### config.mk
export PLATFORM = sky130hd
export DESIGN_NAME = mem_stage_ctrl
export DESIGN_NICKNAME = d
export VERILOG_FILES = /design/src/rtl/mem_stage_ctrl.sv
export SDC_FILE = /design/constraint.sdc
export NUM_CORES = 2
export LEC_CHECK = 0
export ABC_AREA = 1
export BUFFER_PORTS_ARGS = -buffer_cell sky130_fd_sc_hd__buf_2
export CORE_ASPECT_RATIO = 0.7
export CORE_MARGIN = 3
export CORE_UTILIZATION = 35
export CTS_CLUSTER_DIAMETER = 50
export DETAILED_ROUTE_END_ITERATION = 6
export MAX_ROUTING_LAYER = met4
export PLACE_DENSITY = 0.56
export SETUP_SLACK_MARGIN = 0.3
export SLEW_MARGIN = 25
export SYNTH_ARGS = -nofsm -noshare
export SYNTH_HDL_FRONTEND = slang
export SYNTH_SLANG_ARGS = --single-unit
### constraint.sdc
create_clock -name clk -period 3.87 [get_ports clk]
set_input_delay 0.387 -clock clk [delete_from_list [all_inputs] [get_ports clk]]
set_output_delay 0.387 -clock clk [all_outputs]
set_load 0.1 [all_outputs]
### src/rtl/mem_stage_ctrl.sv
// Purpose : word-addressed MEM-stage data memory that models multi-cycle SRAM timing.
// Latency : 1 accept cycle + WAIT_CYCLES busy cycles, then a DONE cycle with the result (WAIT_CYCLES+2 total).
// Backpr. : ready falls combinationally when a request is accepted and stays low until DONE; the pipeline freezes meanwhile.
//
// Ports:
//   clk       rising-edge clock
//   rst       asynchronous active-low reset
//   mem_r_en  read request from the EXE/MEM register
//   mem_w_en  write request (a write wins if both enables are high)
//   address   byte address; BASE_ADDR maps to word 0, byte-offset bits are ignored
//   wdata     store data
//   rdata     registered load result, updated only when a read completes
//   ready     0 = pipeline must freeze this cycle
//   addr_err  out-of-range flag for the DONE cycle of a bad access
//
// Optional feature: define MEM_ADDR_CHECK_EN to flag out-of-range accesses
// (index >= DEPTH or address below BASE_ADDR). Out-of-range writes are dropped
// and out-of-range reads return 0. Without it the index wraps modulo DEPTH and
// addr_err is tied to 0.

module mem_stage_ctrl #(
  parameter int                DATA_W      = 32,
  parameter int                ADDR_W      = 32,
  parameter logic [ADDR_W-1:0] BASE_ADDR   = ADDR_W'(1024),
  parameter int                DEPTH       = 64,
  parameter int                WAIT_CYCLES = 4
) (
  input  logic              clk,
  input  logic              rst,
  input  logic              mem_r_en,
  input  logic              mem_w_en,
  input  logic [ADDR_W-1:0] address,
  input  logic [DATA_W-1:0] wdata,
  output logic [DATA_W-1:0] rdata,
  output logic              ready,
  output logic              addr_err
);

  // Byte-offset bits inside one word, and bits needed to index the array.
  localparam int         OFF_W    = $clog2(DATA_W / 8);
  localparam int         IDX_W    = (DEPTH > 1) ? $clog2(DEPTH) : 1;
  // WAIT_CYCLES is limited to 1..15, so a 4-bit counter always suffices.
  localparam logic [3:0] LAST_CNT = 4'(WAIT_CYCLES - 1);

  typedef enum logic [1:0] {
    S_IDLE = 2'd0,
    S_BUSY = 2'd1,
    S_DONE = 2'd2
  } state_t;

  state_t state;
  state_t state_nxt;

  // ---------------------------------------------------------------------
  // Address decode (combinational, from the live request)
  // ---------------------------------------------------------------------
  logic [ADDR_W-1:0] offset;
  logic [ADDR_W-1:0] word_full;
  logic [IDX_W-1:0]  req_idx;
  logic              req_oor;
  logic              req_vld;

  // Subtraction wraps modulo 2^ADDR_W; addresses below BASE_ADDR therefore
  // land at huge word numbers and are caught by the explicit compare below.
  assign offset    = address - BASE_ADDR;
  assign word_full = offset >> OFF_W;
  assign req_idx   = word_full[IDX_W-1:0];
  assign req_oor   = (address < BASE_ADDR) || (word_full >= ADDR_W'(DEPTH));
  assign req_vld   = mem_r_en | mem_w_en;

  // ---------------------------------------------------------------------
  // Latched request and wait counter
  // ---------------------------------------------------------------------
  logic [IDX_W-1:0]  idx_q;
  logic [DATA_W-1:0] wdata_q;
  logic              wr_q;
  logic [3:0]        cnt_q;

  // FSM control strobes
  logic accept;   // IDLE with a request: capture it this edge
  logic fire;     // last BUSY cycle: perform the array access this edge

  // ---------------------------------------------------------------------
  // FSM: state register
  // ---------------------------------------------------------------------
  always_ff @(posedge clk or negedge rst) begin
    if (!rst) begin
      state <= S_IDLE;
    end else begin
      state <= state_nxt;
    end
  end

  // ---------------------------------------------------------------------
  // FSM: next state and outputs
  // ---------------------------------------------------------------------
  always_comb begin
    state_nxt = state;
    ready     = 1'b1;
    accept    = 1'b0;
    fire      = 1'b0;
    case (state)
      S_IDLE: begin
        if (req_vld) begin
          ready     = 1'b0;
          accept    = 1'b1;
          state_nxt = S_BUSY;
        end
      end
      S_BUSY: begin
        ready = 1'b0;
        if (cnt_q == LAST_CNT) begin
          fire      = 1'b1;
          state_nxt = S_DONE;
        end
      end
      S_DONE: begin
        // The frozen pipeline still presents the same request here; it has
        // already been served, so DONE always returns to IDLE.
        state_nxt = S_IDLE;
      end
      default: begin
        state_nxt = S_IDLE;
      end
    endcase
  end

  // ---------------------------------------------------------------------
  // Request capture and wait counter
  // ---------------------------------------------------------------------
  always_ff @(posedge clk or negedge rst) begin
    if (!rst) begin
      idx_q   <= '0;
      wdata_q <= '0;
      wr_q    <= 1'b0;
      cnt_q   <= '0;
    end else begin
      if (accept) begin
        idx_q   <= req_idx;
        wdata_q <= wdata;
        wr_q    <= mem_w_en;     // write has priority over read
        cnt_q   <= '0;
      end else if (state == S_BUSY) begin
        cnt_q   <= cnt_q + 4'd1;
      end
    end
  end

  // ---------------------------------------------------------------------
  // Storage array: never reset, contents undefined until written
  // ---------------------------------------------------------------------
  logic [DATA_W-1:0] mem_array [DEPTH];
  logic              mem_we;

`ifdef MEM_ADDR_CHECK_EN
  logic oor_q;
  logic addr_err_q;

  always_ff @(posedge clk or negedge rst) begin
    if (!rst) begin
      oor_q <= 1'b0;
    end else if (accept) begin
      oor_q <= req_oor;
    end
  end

  assign mem_we = fire & wr_q & ~oor_q;
`else
  logic unused_oor;
  assign unused_oor = req_oor;

  assign mem_we = fire & wr_q;
`endif

  // Because fire is derived from the reset state register, a reset during
  // BUSY drops the pending write before it reaches the array.
  always_ff @(posedge clk) begin
    if (mem_we) begin
      mem_array[idx_q] <= wdata_q;
    end
  end

  // ---------------------------------------------------------------------
  // Read data: updated only on the BUSY->DONE edge of a read
  // ---------------------------------------------------------------------
  always_ff @(posedge clk or negedge rst) begin
    if (!rst) begin
      rdata <= '0;
    end else if (fire && !wr_q) begin
`ifdef MEM_ADDR_CHECK_EN
      rdata <= oor_q ? '0 : mem_array[idx_q];
`else
      rdata <= mem_array[idx_q];
`endif
    end
  end

  // ---------------------------------------------------------------------
  // Address error flag: high for the DONE cycle of an out-of-range access
  // ---------------------------------------------------------------------
`ifdef MEM_ADDR_CHECK_EN
  always_ff @(posedge clk or negedge rst) begin
    if (!rst) begin
      addr_err_q <= 1'b0;
    end else begin
      addr_err_q <= fire & oor_q;
    end
  end

  assign addr_err = addr_err_q;
`else
  assign addr_err = 1'b0;
`endif

endmodule

==> metrics.txt <==
# TYPE chip_impl_metric gauge
chip_impl_metric{name="pwr-share-seq",unit="%"} 43.0
chip_impl_info{name="netlist_top_cells_count",value="nand2_1 (2220), edfxtp_1 (2048), inv_1 (1466), nor2_1 (653), nand3_1 (632)"} 1
chip_impl_metric{name="global_route.usage.total",unit="%"} 19.8
chip_impl_metric{name="worst_r2r_path_depth",unit=""} 11
chip_impl_info{name="critical_path.reg2reg.endpoint",value="rdata[21]$_DFFE_PN0P_"} 1
chip_impl_metric{name="timing.max_cap.violations",unit=""} 0
chip_impl_metric{name="nFillCells",unit=""} 23844
chip_impl_metric{name="initial_core_util",unit="%"} 35.4
chip_impl_metric{name="timing.max_slew.rel_slack",unit="%"} 26.4
chip_impl_metric{name="maxSlewViolCount",unit=""} 0
chip_impl_metric{name="route.detailed.drc",unit=""} 0
chip_impl_metric{name="detail_route.iter0.violations",unit=""} 6790
chip_impl_metric{name="yosys_warnings",unit=""} 0
chip_impl_metric{name="timing.reg2reg.setup_slack",unit="ps"} 490
chip_impl_metric{name="area_growth_syn_to_fin",unit="%"} 14.5
chip_impl_metric{name="power.switching",unit="uW"} 27500
chip_impl_metric{name="critPathArrivalTime",unit="ps"} 4110
chip_impl_info{name="crit_path_start",value="idx_q[0]$_DFFE_PN0P_"} 1
chip_impl_metric{name="io_buffers",unit=""} 74
chip_impl_metric{name="drt_pre_antenna_iters",unit=""} 6
chip_impl_metric{name="floorplan.die_area",unit="um^2"} 262000
chip_impl_metric{name="rows",unit=""} 154
chip_impl_metric{name="cts.clk_slew.worst_paths",unit="ps"} 60
chip_impl_info{name="critPathMostFrequentCell",value="nand2_1"} 1
chip_impl_info{name="post_synth_main_area_contributors",value="edfxtp_1 (69%), nand2_1 (9.3%), inv_1 (6.2%)"} 1
chip_impl_metric{name="p_int",unit="uW"} 45400
chip_impl_metric{name="cts_sinks",unit=""} 2125
chip_impl_metric{name="htree_levels",unit=""} 4
chip_impl_info{name="crit_type",value="flip-flop to flip-flop"} 1
chip_impl_metric{name="max_stage_delay",unit="ps"} 730
chip_impl_metric{name="ctsResizeCount",unit=""} 0
chip_impl_metric{name="worstMarginPinSlew",unit="ps"} 1100
chip_impl_info{name="setup.worst_path.end_class",value="flip-flop"} 1
chip_impl_metric{name="power_density",unit="nW/um^2"} 713
chip_impl_info{name="critPathCapture",value="rdata[21]$_DFFE_PN0P_"} 1
chip_impl_metric{name="synthMuxAreaShare",unit="%"} 0
chip_impl_metric{name="synthesis.area",unit="um^2"} 89400
chip_impl_metric{name="grt_pass1_vias",unit=""} 53106
chip_impl_metric{name="floorplan.io_pins",unit=""} 102
chip_impl_info{name="library_cell_contributing_the_largest_single_delay_on_the_critical_path",value="dfrtp_4"} 1
chip_impl_metric{name="p_leak",unit="uW"} 0.0418
chip_impl_metric{name="maximum_number_of_pins_on_one_net_before_global_route_repair",unit=""} 153
chip_impl_metric{name="fp.dieW",unit="um"} 610
chip_impl_metric{name="grt-ovfl-total",unit=""} 0
chip_impl_info{name="synth_top_family_by_area",value="simple AND/OR/NAND/NOR gates"} 1
chip_impl_metric{name="final_hpwl_from_detailed_placement",unit="um"} 151000
chip_impl_metric{name="layout_min_cycle_time",unit="ps"} 3380
chip_impl_info{name="ys.flop_type",value="edfxtp_1"} 1
chip_impl_info{name="clock_tree.root_cell",value="clkbuf_16"} 1
chip_impl_metric{name="p_sw_share",unit="%"} 37.7
chip_impl_metric{name="final_antenna_net_count",unit=""} 0
chip_impl_info{name="start_kind",value="flip-flop"} 1
chip_impl_metric{name="post_synthesis_xor_xnor_area_fraction",unit="%"} 0.00980
chip_impl_metric{name="synth-async-reset-ratio",unit="%"} 3.62
chip_impl_metric{name="synth-edff-count",unit=""} 2048
chip_impl_metric{name="irDropWorstVdd",unit="mV"} 1.05
chip_impl_info{name="most_repeated_cell_in_the_gate_level_netlist_after_synthesis",value="nand2_1"} 1
chip_impl_metric{name="worst-path-max-fanout",unit=""} 80
chip_impl_metric{name="final_net_count",unit=""} 8465
chip_impl_metric{name="wl_per_cell",unit="um"} 21.6
chip_impl_metric{name="final_hold_viol_count",unit=""} 0
chip_impl_metric{name="synth_seq_cells",unit=""} 2125
chip_impl_metric{name="seq_area",unit="um^2"} 63500
chip_impl_metric{name="vias_per_cell",unit=""} 4.81
chip_impl_metric{name="grt_antenna_before_repair",unit=""} 12
chip_impl_info{name="cells_along_the_critical_path",value="inv_16, buf_4, nand2_1, nand3_1, nand2_1, o21ai_1, nand2_1, nor2_1, nand3_1, nand2_1, inv_1"} 1
chip_impl_metric{name="postSynthNetCount",unit=""} 8257
chip_impl_metric{name="numCtsBuffers",unit=""} 207
chip_impl_metric{name="synth_adder_area_share",unit="%"} 0.0140
chip_impl_info{name="run_status",value="complete, no violations"} 1
chip_impl_metric{name="synth_cells",unit=""} 8188
chip_impl_metric{name="yosysSeqAreaShare",unit="%"} 71.0
chip_impl_metric{name="multiInputGateArea",unit="um^2"} 19000
chip_impl_info{name="timing.hold.worst.class",value="input port to asynchronous set/reset pin"} 1
chip_impl_metric{name="tns",unit="ps"} 0
chip_impl_metric{name="ctsLongestPathBuffers",unit=""} 4
chip_impl_metric{name="final_layout_size_suffix_gt1_share",unit="%"} 9.89
chip_impl_metric{name="synth_cell_type_count",unit=""} 31
chip_impl_metric{name="worst_skew_pair.late_latency",unit="ps"} 840
chip_impl_metric{name="synth_largest_type_area_fraction",unit="%"} 68.8
chip_impl_metric{name="crit_required",unit="ps"} 4600
chip_impl_metric{name="dieHeight",unit="um"} 429
chip_impl_metric{name="core_area",unit="um^2"} 253000
chip_impl_metric{name="fin_hold_ws",unit="ps"} 24.7
chip_impl_metric{name="setup_viol",unit=""} 0
chip_impl_metric{name="grt_first_pass_wirelength",unit="um"} 368000
chip_impl_info{name="timing.rr.start",value="idx_q[0]$_DFFE_PN0P_"} 1
chip_impl_info{name="rsz0062_at_grt",value="no"} 1
chip_impl_metric{name="share_of_total_power_in_combinational_logic",unit="%"} 30.0
chip_impl_metric{name="fraction_of_the_mapped_netlist_area_in_compound_gates",unit="%"} 3.91
chip_impl_metric{name="timing.clock.skew",unit="ps"} 36.5
chip_impl_info{name="synth_top_cell_by_area",value="edfxtp_1"} 1
chip_impl_metric{name="num_vias",unit=""} 57333
chip_impl_metric{name="power.share.clock",unit="%"} 27.0
chip_impl_metric{name="place_congestion",unit=""} 0.830
chip_impl_metric{name="post_synth_and_or_nand_nor_area_fraction",unit="%"} 16.7
chip_impl_info{name="tritoncts",value="built"} 1
chip_impl_metric{name="final_min_period_over_clock_period",unit="%"} 87.2
chip_impl_metric{name="synth_area_per_cell",unit="um^2"} 10.9
chip_impl_metric{name="clock.fmax",unit="MHz"} 296
chip_impl_metric{name="routed_wl",unit="um"} 257000
[layer usage]
layer	GRT usage, %	part of all wire, %	up-vias
li1	-	-	26969
met1	28.4	45	27870
met2	28.6	43	2092
met5	-	0	-
met3	3.26	8.1	402
met4	5.75	3.1	0
[metrics by stage]
step	instances	util [%]	total power, uW	area [um^2]	worst slack (ps)
CTS	11907	40.4	73200	102000	585
floorplan	8188	-	44000	89400	745
global route	11911	40.5	76300	102000	307
finish	11913	40.5	72900	102000	495
global placement	11500	37.7	53300	95400	582
detailed placement	11500	37.7	53600	95400	600
[cell families after synthesis]
group / count (synthesis)
and+or+nand+nor: 3650
buffers and inverters: 1853
other: 1
DFF: 2125
adders and majority gates: 1
AOI/OAI and AO/OA: 557
xor gates and xnor gates: 1
[worst max-delay path, delay by kind of cell (launching register included)]
kind                   cells  cell delay (ps)
AO/OA/AOI/OAI              1              320
AND/OR/NAND/NOR            7             1210
flip-flops                 1              730
buffers and inverters      3              880
[sequential cells by signal, indices dropped and copies added, names as in the netlist]
register / cells
rdata: 32
mem_array: 2048
wdata_q: 32
wr_q: 1
cnt_q: 4
state: 2
idx_q: 6
[timing repair]
item / 4_1_cts / 5_1_grt
hold buffers: 40 / 0
endpoints found under the setup margin: 0 / 0
setup buffers: 0 / 0
hold endpoints to repair: 92 / 0
[power by group through the flow]
stage / logic (uW) / registers [uW] / clock network [uW]
global route: 23800 / 31500 / 21000
finish: 21900 / 31300 / 19700
detailed placement: 21800 / 31800 / 0
CTS: 21900 / 31300 / 20000
floorplan: 11800 / 32300 / 0
global placement: 21500 / 31700 / 0
[final cells by class]
| class | instances | share of cell area, % |
|---|---|---|
| Sequential cell | 2125 | 62.1 |
| Timing Repair Buffer | 379 | 3.58 |
| Inverter | 1473 | 5.43 |
| Clock inverter | 99 | 0.878 |
| Antenna cell | 5 | 0.0122 |
| Clock buffer | 268 | 5.41 |
| Multi-Input combinational cell | 4210 | 18.5 |
| Tap cell | 3354 | 4.10 |
[placed cells by master, fill, tap and decap left out, types with 2 or more instances in the layout]
master / Yosys / layout
inv_6: 0 / 3
clkbuf_8: 0 / 6
clkinv_2: 0 / 35
dfrtp_4: 0 / 5
nor3_2: 2 / 2
edfxtp_1: 2048 / 2048
nand2_1: 2220 / 2219
inv_1: 1466 / 1465
o211ai_1: 278 / 278
clkbuf_1: 60 / 52
buf_2: 269 / 73
inv_4: 2 / 2
nand3_1: 632 / 632
buf_4: 20 / 195
or2_2: 111 / 111
dfrtp_1: 77 / 44
nor2_1: 653 / 586
clkinv_8: 0 / 2
buf_12: 0 / 70
o21ai_0: 153 / 153
dfrtp_2: 0 / 28
dlygate4sd3_1: 0 / 40
bufinv_16: 0 / 16
clkinvlp_4: 0 / 4
clkinv_1: 0 / 38
diode_2: 0 / 5
nor3_4: 5 / 6
clkbuf_16: 0 / 210
inv_2: 5 / 5
or2_0: 5 / 5
a21oi_1: 3 / 3
o21ai_1: 120 / 120
nor2_4: 0 / 69
or2_1: 18 / 18
[worst min-delay path by stage]
stage          slack, ps                      to  cells after the start
3_5_place_dp         500  wdata_q[4]$_DFFE_PN0P_                      2
4_1_cts              140  wdata_q[6]$_DFFE_PN0P_                      5
2_1_floorplan         90    cnt_q[0]$_DFFE_PN0P_                      0
6_report              20  wdata_q[2]$_DFFE_PN0P_                      2
5_1_grt               10  wdata_q[2]$_DFFE_PN0P_                      2
3_3_place_gp         500  wdata_q[4]$_DFFE_PN0P_                      2
Power figures use the tool's default switching activity.
